## src/rtl/jt12_timer_pkg.sv

```systemverilog
`default_nettype none
// ============================================================================
//  Module   : jt12_timer_pkg
//  Purpose  : Shared widths, default Timer B prescale and the per-timer
//             control-priority encoding for the YM2612 timer unit.
//  Revision : 1.0  initial release
// ============================================================================
package jt12_timer_pkg;

    localparam int TA_W           = 10;  // Timer A counter width
    localparam int TB_W           = 8;   // Timer B counter width
    localparam int B_PRESCALE_DEF = 16;  // zero ticks per Timer B step

    // Per-cycle control action, highest priority first: CLR_RUN > SET_RUN > COUNT
    localparam int          CTRL_W       = 2;
    localparam logic [1:0]  CTRL_IDLE    = 2'd0;
    localparam logic [1:0]  CTRL_COUNT   = 2'd1;
    localparam logic [1:0]  CTRL_SET_RUN = 2'd2;
    localparam logic [1:0]  CTRL_CLR_RUN = 2'd3;

    // Resolve the control inputs of one timer into a single action.
    // A set_run while already running falls through to the count path.
    function automatic logic [CTRL_W-1:0] ctrl_decode(
        input logic clr_run,
        input logic set_run,
        input logic running,
        input logic tick
    );
        logic [CTRL_W-1:0] c;
        c = CTRL_IDLE;
        if (clr_run)                 c = CTRL_CLR_RUN;
        else if (set_run && !running) c = CTRL_SET_RUN;
        else if (tick && running)    c = CTRL_COUNT;
        return c;
    endfunction

endpackage
`default_nettype wire

```

## src/rtl/jt12_timer_cnt.sv

```systemverilog
`default_nettype none
// ============================================================================
//  Module   : jt12_timer_cnt
//  Purpose  : One YM2612 timer: run bit, up-counter with preset reload,
//             optional power-of-two prescaler (PRESCALE = 1 disables it),
//             overflow pulse and IRQ flag.
//  Revision : 1.0  initial release
// ============================================================================
module jt12_timer_cnt
    import jt12_timer_pkg::*;
#(
    parameter int W        = 10,
    parameter int PRESCALE = 1
) (
    input  logic         clk,
    input  logic         rst,
    input  logic         zero,
    input  logic [W-1:0] value,
    input  logic         set_run,
    input  logic         clr_run,
    input  logic         enable_irq,
    input  logic         clr_flag,
    output logic         flag,
    output logic         overflow,
    output logic [W-1:0] cnt
);

    logic              run_q,  run_d;
    logic [W-1:0]      cnt_q,  cnt_d;
    logic              flag_q, flag_d;
    logic              ovf_q,  ovf_d;
    logic [CTRL_W-1:0] w_ctrl;
    logic              w_step;

    assign w_ctrl = ctrl_decode(clr_run, set_run, run_q, zero);

    generate
        if (PRESCALE > 1) begin : g_pre
            localparam int PW = $clog2(PRESCALE);
            logic [PW-1:0] pre_q, pre_d;

            // Prescaler: cleared on start, advances on every counted tick
            always_comb begin
                pre_d = pre_q;
                if (w_ctrl == CTRL_SET_RUN)
                    pre_d = '0;
                else if (w_ctrl == CTRL_COUNT)
                    pre_d = pre_q + 1'b1;
            end

            // Prescaler register
            always_ff @(posedge clk) begin
                if (rst) pre_q <= '0;
                else     pre_q <= pre_d;
            end

            // The main counter steps on the tick where the prescaler wraps
            assign w_step = (w_ctrl == CTRL_COUNT) && (pre_d == '0);
        end else begin : g_nopre
            assign w_step = (w_ctrl == CTRL_COUNT);
        end
    endgenerate

    // Next-state for run bit, counter, overflow pulse and flag
    always_comb begin
        run_d  = run_q;
        cnt_d  = cnt_q;
        ovf_d  = 1'b0;
        flag_d = flag_q;
        case (w_ctrl)
            CTRL_CLR_RUN: run_d = 1'b0;
            CTRL_SET_RUN: begin
                run_d = 1'b1;
                cnt_d = value;
            end
            CTRL_COUNT: begin
                if (w_step) begin
                    if (cnt_q == {W{1'b1}}) begin
                        cnt_d = value;
                        ovf_d = 1'b1;
                    end else begin
                        cnt_d = cnt_q + 1'b1;
                    end
                end
            end
            default: ;
        endcase
        // A flag-setting overflow beats a simultaneous clear
        if (ovf_d && enable_irq)
            flag_d = 1'b1;
        else if (clr_flag)
            flag_d = 1'b0;
    end

    // State registers
    always_ff @(posedge clk) begin
        if (rst) begin
            run_q  <= 1'b0;
            cnt_q  <= '0;
            flag_q <= 1'b0;
            ovf_q  <= 1'b0;
        end else begin
            run_q  <= run_d;
            cnt_q  <= cnt_d;
            flag_q <= flag_d;
            ovf_q  <= ovf_d;
        end
    end

    assign flag     = flag_q;
    assign overflow = ovf_q;
    assign cnt      = cnt_q;

endmodule
`default_nettype wire

```

## src/rtl/jt12_timer_unit.sv

```systemverilog
`default_nettype none
// ============================================================================
//  Module   : jt12_timer_unit
//  Purpose  : YM2612 Timer A (10-bit) and Timer B (8-bit, prescaled),
//             status flags, CSM overflow pulse and active-low IRQ.
//  Options  : JT12_TIMER_READBACK_EN adds cnt_A / cnt_B live counter ports.
//  Revision : 1.0  initial release
// ============================================================================
module jt12_timer_unit
    import jt12_timer_pkg::*;
#(
    parameter int B_PRESCALE = B_PRESCALE_DEF  // must be a power of two
) (
    input  logic            clk,
    input  logic            rst,
    input  logic            zero,
    input  logic [TA_W-1:0] value_A,
    input  logic [TB_W-1:0] value_B,
    input  logic            set_run_A,
    input  logic            set_run_B,
    input  logic            clr_run_A,
    input  logic            clr_run_B,
    input  logic            enable_irq_A,
    input  logic            enable_irq_B,
    input  logic            clr_flag_A,
    input  logic            clr_flag_B,
    output logic            flag_A,
    output logic            flag_B,
    output logic            overflow_A,
`ifdef JT12_TIMER_READBACK_EN
    output logic [TA_W-1:0] cnt_A,
    output logic [TB_W-1:0] cnt_B,
`endif
    output logic            irq_n
);

    logic [TA_W-1:0] w_cnt_A;
    logic [TB_W-1:0] w_cnt_B;
    logic            w_ovf_B_unused;  // Timer B overflow has no consumer

    jt12_timer_cnt #(
        .W        (TA_W),
        .PRESCALE (1)
    ) u_timer_a (
        .clk        (clk),
        .rst        (rst),
        .zero       (zero),
        .value      (value_A),
        .set_run    (set_run_A),
        .clr_run    (clr_run_A),
        .enable_irq (enable_irq_A),
        .clr_flag   (clr_flag_A),
        .flag       (flag_A),
        .overflow   (overflow_A),
        .cnt        (w_cnt_A)
    );

    jt12_timer_cnt #(
        .W        (TB_W),
        .PRESCALE (B_PRESCALE)
    ) u_timer_b (
        .clk        (clk),
        .rst        (rst),
        .zero       (zero),
        .value      (value_B),
        .set_run    (set_run_B),
        .clr_run    (clr_run_B),
        .enable_irq (enable_irq_B),
        .clr_flag   (clr_flag_B),
        .flag       (flag_B),
        .overflow   (w_ovf_B_unused),
        .cnt        (w_cnt_B)
    );

`ifdef JT12_TIMER_READBACK_EN
    assign cnt_A = w_cnt_A;
    assign cnt_B = w_cnt_B;
`else
    logic w_cnt_unused;
    assign w_cnt_unused = ^{w_cnt_A, w_cnt_B};
`endif

    // IRQ is combinational from the registered flags
    assign irq_n = ~(flag_A | flag_B);

endmodule
`default_nettype wire

```

## config.mk

```make
export PLATFORM = sky130hd
export DESIGN_NAME = jt12_timer_unit
export DESIGN_NICKNAME = d
export VERILOG_FILES = /design/src/rtl/jt12_timer_pkg.sv /design/src/rtl/jt12_timer_cnt.sv /design/src/rtl/jt12_timer_unit.sv
export SDC_FILE = /design/constraint.sdc
export NUM_CORES = 1
export LEC_CHECK = 0
export CAP_MARGIN = 10
export CORE_MARGIN = 1.5
export CORE_UTILIZATION = 51
export CTS_BUF_LIST = sky130_fd_sc_hd__clkbuf_16
export CTS_CLUSTER_DIAMETER = 40
export DETAILED_ROUTE_END_ITERATION = 8
export MAX_ROUTING_LAYER = met4
export PLACE_DENSITY = 0.79
export SYNTH_ARGS = -nofsm -noshare
export SYNTH_HDL_FRONTEND = slang
export SYNTH_SLANG_ARGS = --single-unit
```

## constraint.sdc

```tcl
create_clock -name clk -period 2.5 [get_ports clk]
set_input_delay 0.5 -clock clk [delete_from_list [all_inputs] [get_ports clk]]
set_output_delay 0.5 -clock clk [all_outputs]
set_load 0.005 [all_outputs]
```

==> results.sh, run 1 <==
export IMPL_critical_path_cell_chain="clkdlybuf4s50_1, a21o_1, ha_1, inv_1, o22ai_1, nor2b_1, a2111oi_0, nor3_1"
export IMPL_ff2ff_setup_slack_ns=0.41
export IMPL_routed_wire_length_um=3970
export IMPL_crit_path_end_kind="flop"
export IMPL_maxCapViolations=0
export IMPL_pin_count=33
export IMPL_diodes=0
export IMPL_place_detailed_hpwl_um=2940
export IMPL_drt_antenna_violating_nets=0
export IMPL_worst_ep_required_time_ns=2.64
export IMPL_ys_dominant_reg_cell="sky130_fd_sc_hd__dfxtp_1"
export IMPL_rsz0062_at_grt="no"
export IMPL_min_from="u_timer_a.flag$_SDFFE_PP0P_"
export IMPL_clock_skew_ns=0.00217
export IMPL_r2r_end="u_timer_a.cnt[0]$_SDFFE_PP0P_"
export IMPL_syn_mean_instance_area_um2=8.02
export IMPL_pre_cts_slack_ns=0.0748
export IMPL_clk_lat_worst_skew_ns=0.26
export IMPL_layout_common_cells="sky130_fd_sc_hd__clkdlybuf4s50_1 (32), sky130_fd_sc_hd__dfxtp_1 (27), sky130_fd_sc_hd__nand2_1 (19)"
export IMPL_initialDrtViolationCount=116
export IMPL_synth_edf_count=0
export IMPL_dieWidth_um=59.5
export IMPL_yosys_register_bits=27
export IMPL_io_buffer_count=32
export IMPL_clock_path_buffers=2
export IMPL_chipHeight_um=59.5
export IMPL_first_global_vias=1566
export IMPL_slew_headroom=0.325
export IMPL_grt_first_pass_wirelength_um=6580
export IMPL_cpPeakStageDelay_ns=0.48
export IMPL_vias_per_cell=5.72
export IMPL_synth_cells=203
export IMPL_detailedRoute_firstPassIterationCount=4
export IMPL_layout_cells_most_common="sky130_fd_sc_hd__clkdlybuf4s50_1"
export IMPL_highest_clock_rate_mhz=459
export IMPL_result_of_the_run="complete, no violations"
export IMPL_ctsResizeCount=0
export IMPL_worst_path_dominant_cell_family="compound AO/OA/AOI/OAI gates"
export IMPL_busiest_layer="met2"
export IMPL_crit_type="input port to flop"
export IMPL_worstPathArrival_ns=2.32
export IMPL_finalCritPeriodShare=0.872
export IMPL_antenna_found_initial=0
export IMPL_fin_setup_tns_ns=0
export IMPL_seq_area_frac_synth=0.332
export IMPL_met3_usage=0.0284
export IMPL_worst_path_buf_inv=2
export IMPL_total_power_w=0.00104
export IMPL_clk_pin_slew_worst_setup_hold_paths_ns=0.07
export IMPL_worstHoldPathCells=2
export IMPL_tritoncts="done"
export IMPL_timing_final_setup_violations=0
export IMPL_tightest_slew_ns=1.00
export IMPL_floorplan_rows=20
export IMPL_critical_path_reg2reg_startpoint="u_timer_a.cnt[0]$_SDFFE_PP0P_"
export IMPL_min_period_ns=2.18
export IMPL_min_path_type="flop to flop"
export IMPL_final_critical_path_setup_slack_ns=0.321
export IMPL_htree_num_levels=1
export IMPL_layout_area_overhead_vs_synth_pct=30.3
export IMPL_detailroute_via_count=1630
export IMPL_post_route_drc_count=0
export IMPL_postSynth_asyncResetShare=0
export IMPL_post_synth_instance_area_mm2=0.00163
export IMPL_yosys_warnings=0
export IMPL_grt_max_degree=16
export IMPL_critPathMaxFanout=8
export IMPL_ir_worst_vdd_mv=0.249
export IMPL_postSynthNetCount=237
export IMPL_detail_route_wl_per_cell_um=13.9
export IMPL_min_delay_worst_endpoint="u_timer_a.flag$_SDFFE_PP0P_"
export IMPL_hold_viol_final=0
export IMPL_tritoncts_num_sinks=27
export IMPL_globalRouteMet1Util=0.275
export IMPL_worst_path_max_delay_cell="sky130_fd_sc_hd__clkdlybuf4s50_1"
export IMPL_start_util=0.534
export IMPL_design_die_area_mm2=0.00354
export IMPL_cts_root_buffer_cell="sky130_fd_sc_hd__clkbuf_16"
export IMPL_grt_total_usage=0.246
export IMPL_fin_nets=276
export IMPL_core_area_mm2=0.00305
export IMPL_critPathLaunchType="input port"
export IMPL_globalRouteMet2Util=0.446
export IMPL_cts_inserted_buffers=3
export IMPL_hold_buffers=0
export IMPL_post_cts_setup_buffer_count=0
export IMPL_reg2reg_depth=6
export IMPL_worst_hold_slack_ns=0.494
export IMPL_pwr_dens_mw_per_mm2=489
export IMPL_share_of_final_layout_standard_cells_stronger_than_drive_strength_1=0.108
export IMPL_slew_viol_final=0
export IMPL_grt_remaining_overflow=0
export IMPL_routabilityCongestion=0.944
export IMPL_cellLeakagePower_nw=0.769
export IMPL_synthDistinctLibCells=56
## state kept, by name, indices dropped and copies added, names as in the netlist
name / flops
u_timer_b.g_pre.pre_q: 4
u_timer_a.flag: 1
u_timer_b.flag: 1
u_timer_a.run_q: 1
u_timer_b.run_q: 1
u_timer_b.cnt: 8
u_timer_a.cnt: 10
u_timer_a.overflow: 1
## per-layer routing
layer / wire [um] / up-vias / share of wire
li1: - / 822 / -
met1: 1690 / 760 / 0.43
met2: 2070 / 43 / 0.52
met3: 175 / 5 / 0.044
met4: 37 / 0 / 0.0093
met5: 0 / - / 0
## worst register-to-register path: stages, from the launching register on
cell                       delay, ns
sky130_fd_sc_hd__dfxtp_1        0.39
sky130_fd_sc_hd__ha_1           0.20
sky130_fd_sc_hd__nand3_1        0.13
sky130_fd_sc_hd__o41ai_2        0.82
sky130_fd_sc_hd__nor2_1         0.10
sky130_fd_sc_hd__a211oi_1       0.26
sky130_fd_sc_hd__nor3_1         0.08
## cells by family (layout without fill, tap and decap cells)
family / count (synthesis) / in the layout / synth area share
flops: 27 / 27 / 0.332
mux: 3 / 3 / 0.0192
simple gates: 89 / 89 / 0.303
compound gates: 55 / 55 / 0.233
fa+ha+maj: 5 / 5 / 0.0384
xor+xnor: 4 / 4 / 0.0215
buf+inv: 20 / 58 / 0.0522
## final cells by class
type	instances	area [um^2]
flip-flops and latches	27	541
inverters	11	41.3
clock inverters	1	5.00
fillers	258	930
clock buffers	3	75.1
repair buffers	43	403
multi-input cells	156	1000
well taps	44	55.1
## cell usage after synthesis (3+ instances only)
cell                       number  share of area
sky130_fd_sc_hd__or3_1          3          0.012
sky130_fd_sc_hd__nand2_1       19          0.044
sky130_fd_sc_hd__a21o_1         5          0.023
sky130_fd_sc_hd__nand3_1       10          0.031
sky130_fd_sc_hd__clkbuf_1       4         0.0092
sky130_fd_sc_hd__nor2_1        15          0.035
sky130_fd_sc_hd__and3_1         4          0.015
sky130_fd_sc_hd__a31oi_1        7          0.027
sky130_fd_sc_hd__nor2b_1        4          0.015
sky130_fd_sc_hd__o21ai_0        3         0.0092
sky130_fd_sc_hd__nand4_1        3          0.012
sky130_fd_sc_hd__o21ai_1        5          0.015
sky130_fd_sc_hd__nor3_1        10          0.031
sky130_fd_sc_hd__dfxtp_1       27           0.33
sky130_fd_sc_hd__ha_1           5          0.038
sky130_fd_sc_hd__nand2b_1       3          0.012
sky130_fd_sc_hd__inv_1         10          0.023
sky130_fd_sc_hd__a21oi_1       14          0.043
## worst max-delay path by stage
stage	cells after the start	slack, ns	from	to
after floorplan	8	0.60	set_run_A	u_timer_a.cnt[4]$_SDFFE_PP0P_
after global placement	8	0.13	zero	u_timer_a.cnt[6]$_SDFFE_PP0P_
after detailed placement	8	0.07	zero	u_timer_a.cnt[6]$_SDFFE_PP0P_
after CTS	8	0.33	zero	u_timer_a.cnt[6]$_SDFFE_PP0P_
after global routing	6	0.16	u_timer_a.cnt[0]$_SDFFE_PP0P_	u_timer_a.cnt[0]$_SDFFE_PP0P_
final	8	0.32	zero	u_timer_a.cnt[6]$_SDFFE_PP0P_
## through the flow
| step | instances | area [um^2] | util |
|---|---|---|---|
| after floorplan | 203 | 1630 | - |
| after global placement | 281 | 2040 | 0.669 |
| after detailed placement | 281 | 2040 | 0.669 |
| after CTS | 285 | 2120 | 0.695 |
| after global routing | 285 | 2120 | 0.695 |
| final | 285 | 2120 | 0.695 |
## where the power goes
group / switching, W / internal (W)
Sequential: 0.0000325 / 0.000456
Clock: 0.000151 / 0.000216
Combinational: 0.0000851 / 0.0000977
Total: 0.000268 / 0.000770
No activity file was read; power rests on OpenSTA's default activity.
==> run 2: changes to the inputs <==
- CORE_MARGIN: 1.5 -> not set
- SETUP_SLACK_MARGIN: not set -> 0.15
==> run 2 against run 1 <==
  * Via count rose by 1.8%
  * Clock power rose by 1%
  * Register-to-register slack barely moved
  * Global-route usage rose by 1.5 points
  * Critical path type unchanged
  * Critical endpoint unchanged
  * Highest routed layer unchanged
==> results.sh, run 2 (synthesized netlist as in run 1, its figures left out) <==
export IMPL_antenna_found_initial=0
export IMPL_crit_path_end_kind="flop"
export IMPL_worstHoldPathCells=2
export IMPL_clk_lat_worst_skew_ns=0.27
export IMPL_post_route_drc_count=0
export IMPL_grt_total_usage=0.262
export IMPL_design_die_area_mm2=0.00342
export IMPL_cts_root_buffer_cell="sky130_fd_sc_hd__clkbuf_16"
export IMPL_grt_first_pass_wirelength_um=6810
export IMPL_hold_buffers=0
export IMPL_share_of_final_layout_standard_cells_stronger_than_drive_strength_1=0.104
export IMPL_maxCapViolations=0
export IMPL_reg2reg_depth=5
export IMPL_multiInputGateArea_mm2=0.00100
export IMPL_routabilityCongestion=0.965
export IMPL_critPathLaunchType="input port"
export IMPL_largest_register_ffs=10
export IMPL_tritoncts="done"
export IMPL_worstPathArrival_ns=2.34
export IMPL_clk_pin_slew_worst_setup_hold_paths_ns=0.07
export IMPL_floorplan_rows=20
export IMPL_filler_cell_count=264
export IMPL_detail_route_wl_per_cell_um=14.2
export IMPL_hold_viol_final=0
export IMPL_worst_path_dominant_cell_family="compound AO/OA/AOI/OAI gates"
export IMPL_worst_path_max_delay_cell="sky130_fd_sc_hd__clkdlybuf4s50_1"
export IMPL_layout_area_overhead_vs_synth_pct=30.3
export IMPL_pin_count=33
export IMPL_core_area_mm2=0.00305
export IMPL_clock_path_buffers=2
export IMPL_ctsResizeCount=0
export IMPL_cts_inserted_buffers=3
export IMPL_slew_viol_final=0
export IMPL_drt_antenna_violating_nets=0
export IMPL_rsz0062_at_grt="no"
export IMPL_ff_latch_area_um2=541
export IMPL_tightest_slew_ns=0.981
export IMPL_diodes=0
export IMPL_vias_per_cell=5.82
export IMPL_place_detailed_hpwl_um=3010
export IMPL_placed_cells=281
export IMPL_htree_num_levels=1
export IMPL_grt_remaining_overflow=0
export IMPL_worst_ep_required_time_ns=2.64
export IMPL_cellLeakagePower_nw=0.770
export IMPL_min_path_type="flop to flop"
export IMPL_critPathMaxFanout=7
export IMPL_result_of_the_run="complete, no violations"
export IMPL_timing_final_setup_violations=0
export IMPL_pwr_dens_mw_per_mm2=493
export IMPL_ir_worst_vdd_mv=0.298
export IMPL_routed_wire_length_um=4060
export IMPL_grt_max_degree=16
export IMPL_initialDrtViolationCount=76
export IMPL_detailroute_via_count=1660
export IMPL_first_global_vias=1639
export IMPL_chipHeight_um=58.5
export IMPL_critical_path_cell_chain="clkdlybuf4s50_1, a21o_1, ha_1, inv_1, o22ai_1, nor2b_1, a2111oi_0, nor3_1"
export IMPL_worst_path_buf_inv=2
export IMPL_post_cts_setup_buffer_count=0
export IMPL_worstSetupPathDepth=8
export IMPL_highest_clock_rate_mhz=456
export IMPL_layout_common_cells="sky130_fd_sc_hd__clkdlybuf4s50_1 (32), sky130_fd_sc_hd__dfxtp_1 (27), sky130_fd_sc_hd__nand2_1 (19)"
export IMPL_clock_skew_ns=0.00505
export IMPL_layout_cells_most_common="sky130_fd_sc_hd__clkdlybuf4s50_1"
export IMPL_fin_nets=276
export IMPL_slew_headroom=0.339
export IMPL_cpPeakStageDelay_ns=0.49
export IMPL_crit_type="input port to flop"
export IMPL_tritoncts_num_sinks=27
export IMPL_io_buffer_count=32
export IMPL_fin_setup_tns_ns=0
export IMPL_min_period_ns=2.19
export IMPL_dieWidth_um=58.5
export IMPL_start_util=0.534
export IMPL_fin_cells=285
export IMPL_finalCritPeriodShare=0.877
export IMPL_detailedRoute_firstPassIterationCount=4
==> run 2: cell types whose count changed in the layout (fill, tap and decap cells not counted) <==
| cell | change |
|---|---|
| sky130_fd_sc_hd__clkinv_2 | -1 |
| sky130_fd_sc_hd__inv_1 | +1 |
==> run 2: worst min-delay path, stage by stage, from the launching register on <==
cell	delay, ns
sky130_fd_sc_hd__dfxtp_1	0.32
sky130_fd_sc_hd__nand2b_1	0.07
sky130_fd_sc_hd__a21oi_1	0.05
==> run 2: cell type report <==
type                    instances  area share
clock buffers                   3      0.0354
clock inverters                 1     0.00177
inverters                      11      0.0195
multi-input cells             156       0.473
flip-flops and latches         27       0.255
well taps                      44      0.0259
repair buffers                 43       0.190
==> run 2: report_power, final <==
part / leakage, nW / internal, W / switching, W
Combinational: 0.507 / 0.0000994 / 0.0000871
Clock: 0.0423 / 0.000215 / 0.000155
Sequential: 0.221 / 0.000456 / 0.0000330
==> run 2: worst paths after layout <==
path                                  from                            end  slack [ns]
max                                   zero  u_timer_a.cnt[6]$_SDFFE_PP0P_        0.31
min            u_timer_b.flag$_SDFFE_PP0P_    u_timer_b.flag$_SDFFE_PP0P_        0.48
max reg2reg  u_timer_a.cnt[7]$_SDFFE_PP0P_  u_timer_a.cnt[2]$_SDFFE_PP0P_        0.42
min reg2reg    u_timer_b.flag$_SDFFE_PP0P_    u_timer_b.flag$_SDFFE_PP0P_        0.48
==> run 2: stage by stage <==
stage / power, W / cell area, um^2 / setup slack, ns / util / hold slack, ns
after floorplan: 0.000592 / 1630 / 0.603 / - / 0.463
after global placement: 0.000670 / 2040 / 0.114 / 0.669 / 0.476
after detailed placement: 0.000681 / 2040 / 0.0428 / 0.669 / 0.482
after CTS: 0.00104 / 2120 / 0.312 / 0.695 / 0.491
after global routing: 0.00108 / 2120 / 0.175 / 0.695 / 0.511
final: 0.00105 / 2120 / 0.307 / 0.695 / 0.483
==> run 2: per-layer routing <==
metal,vias up,global-route usage,share of wire
li1,819,-,-
met1,771,0.284,0.41
met2,57,0.476,0.51
met3,13,0.0330,0.049
met4,0,0.116,0.026
met5,-,-,0
==> run 3: changes to the inputs <==
- SLEW_MARGIN: not set -> 20
==> results of run 3 <==
The final DEF is identical to that of run 2; final timing and power are the same.
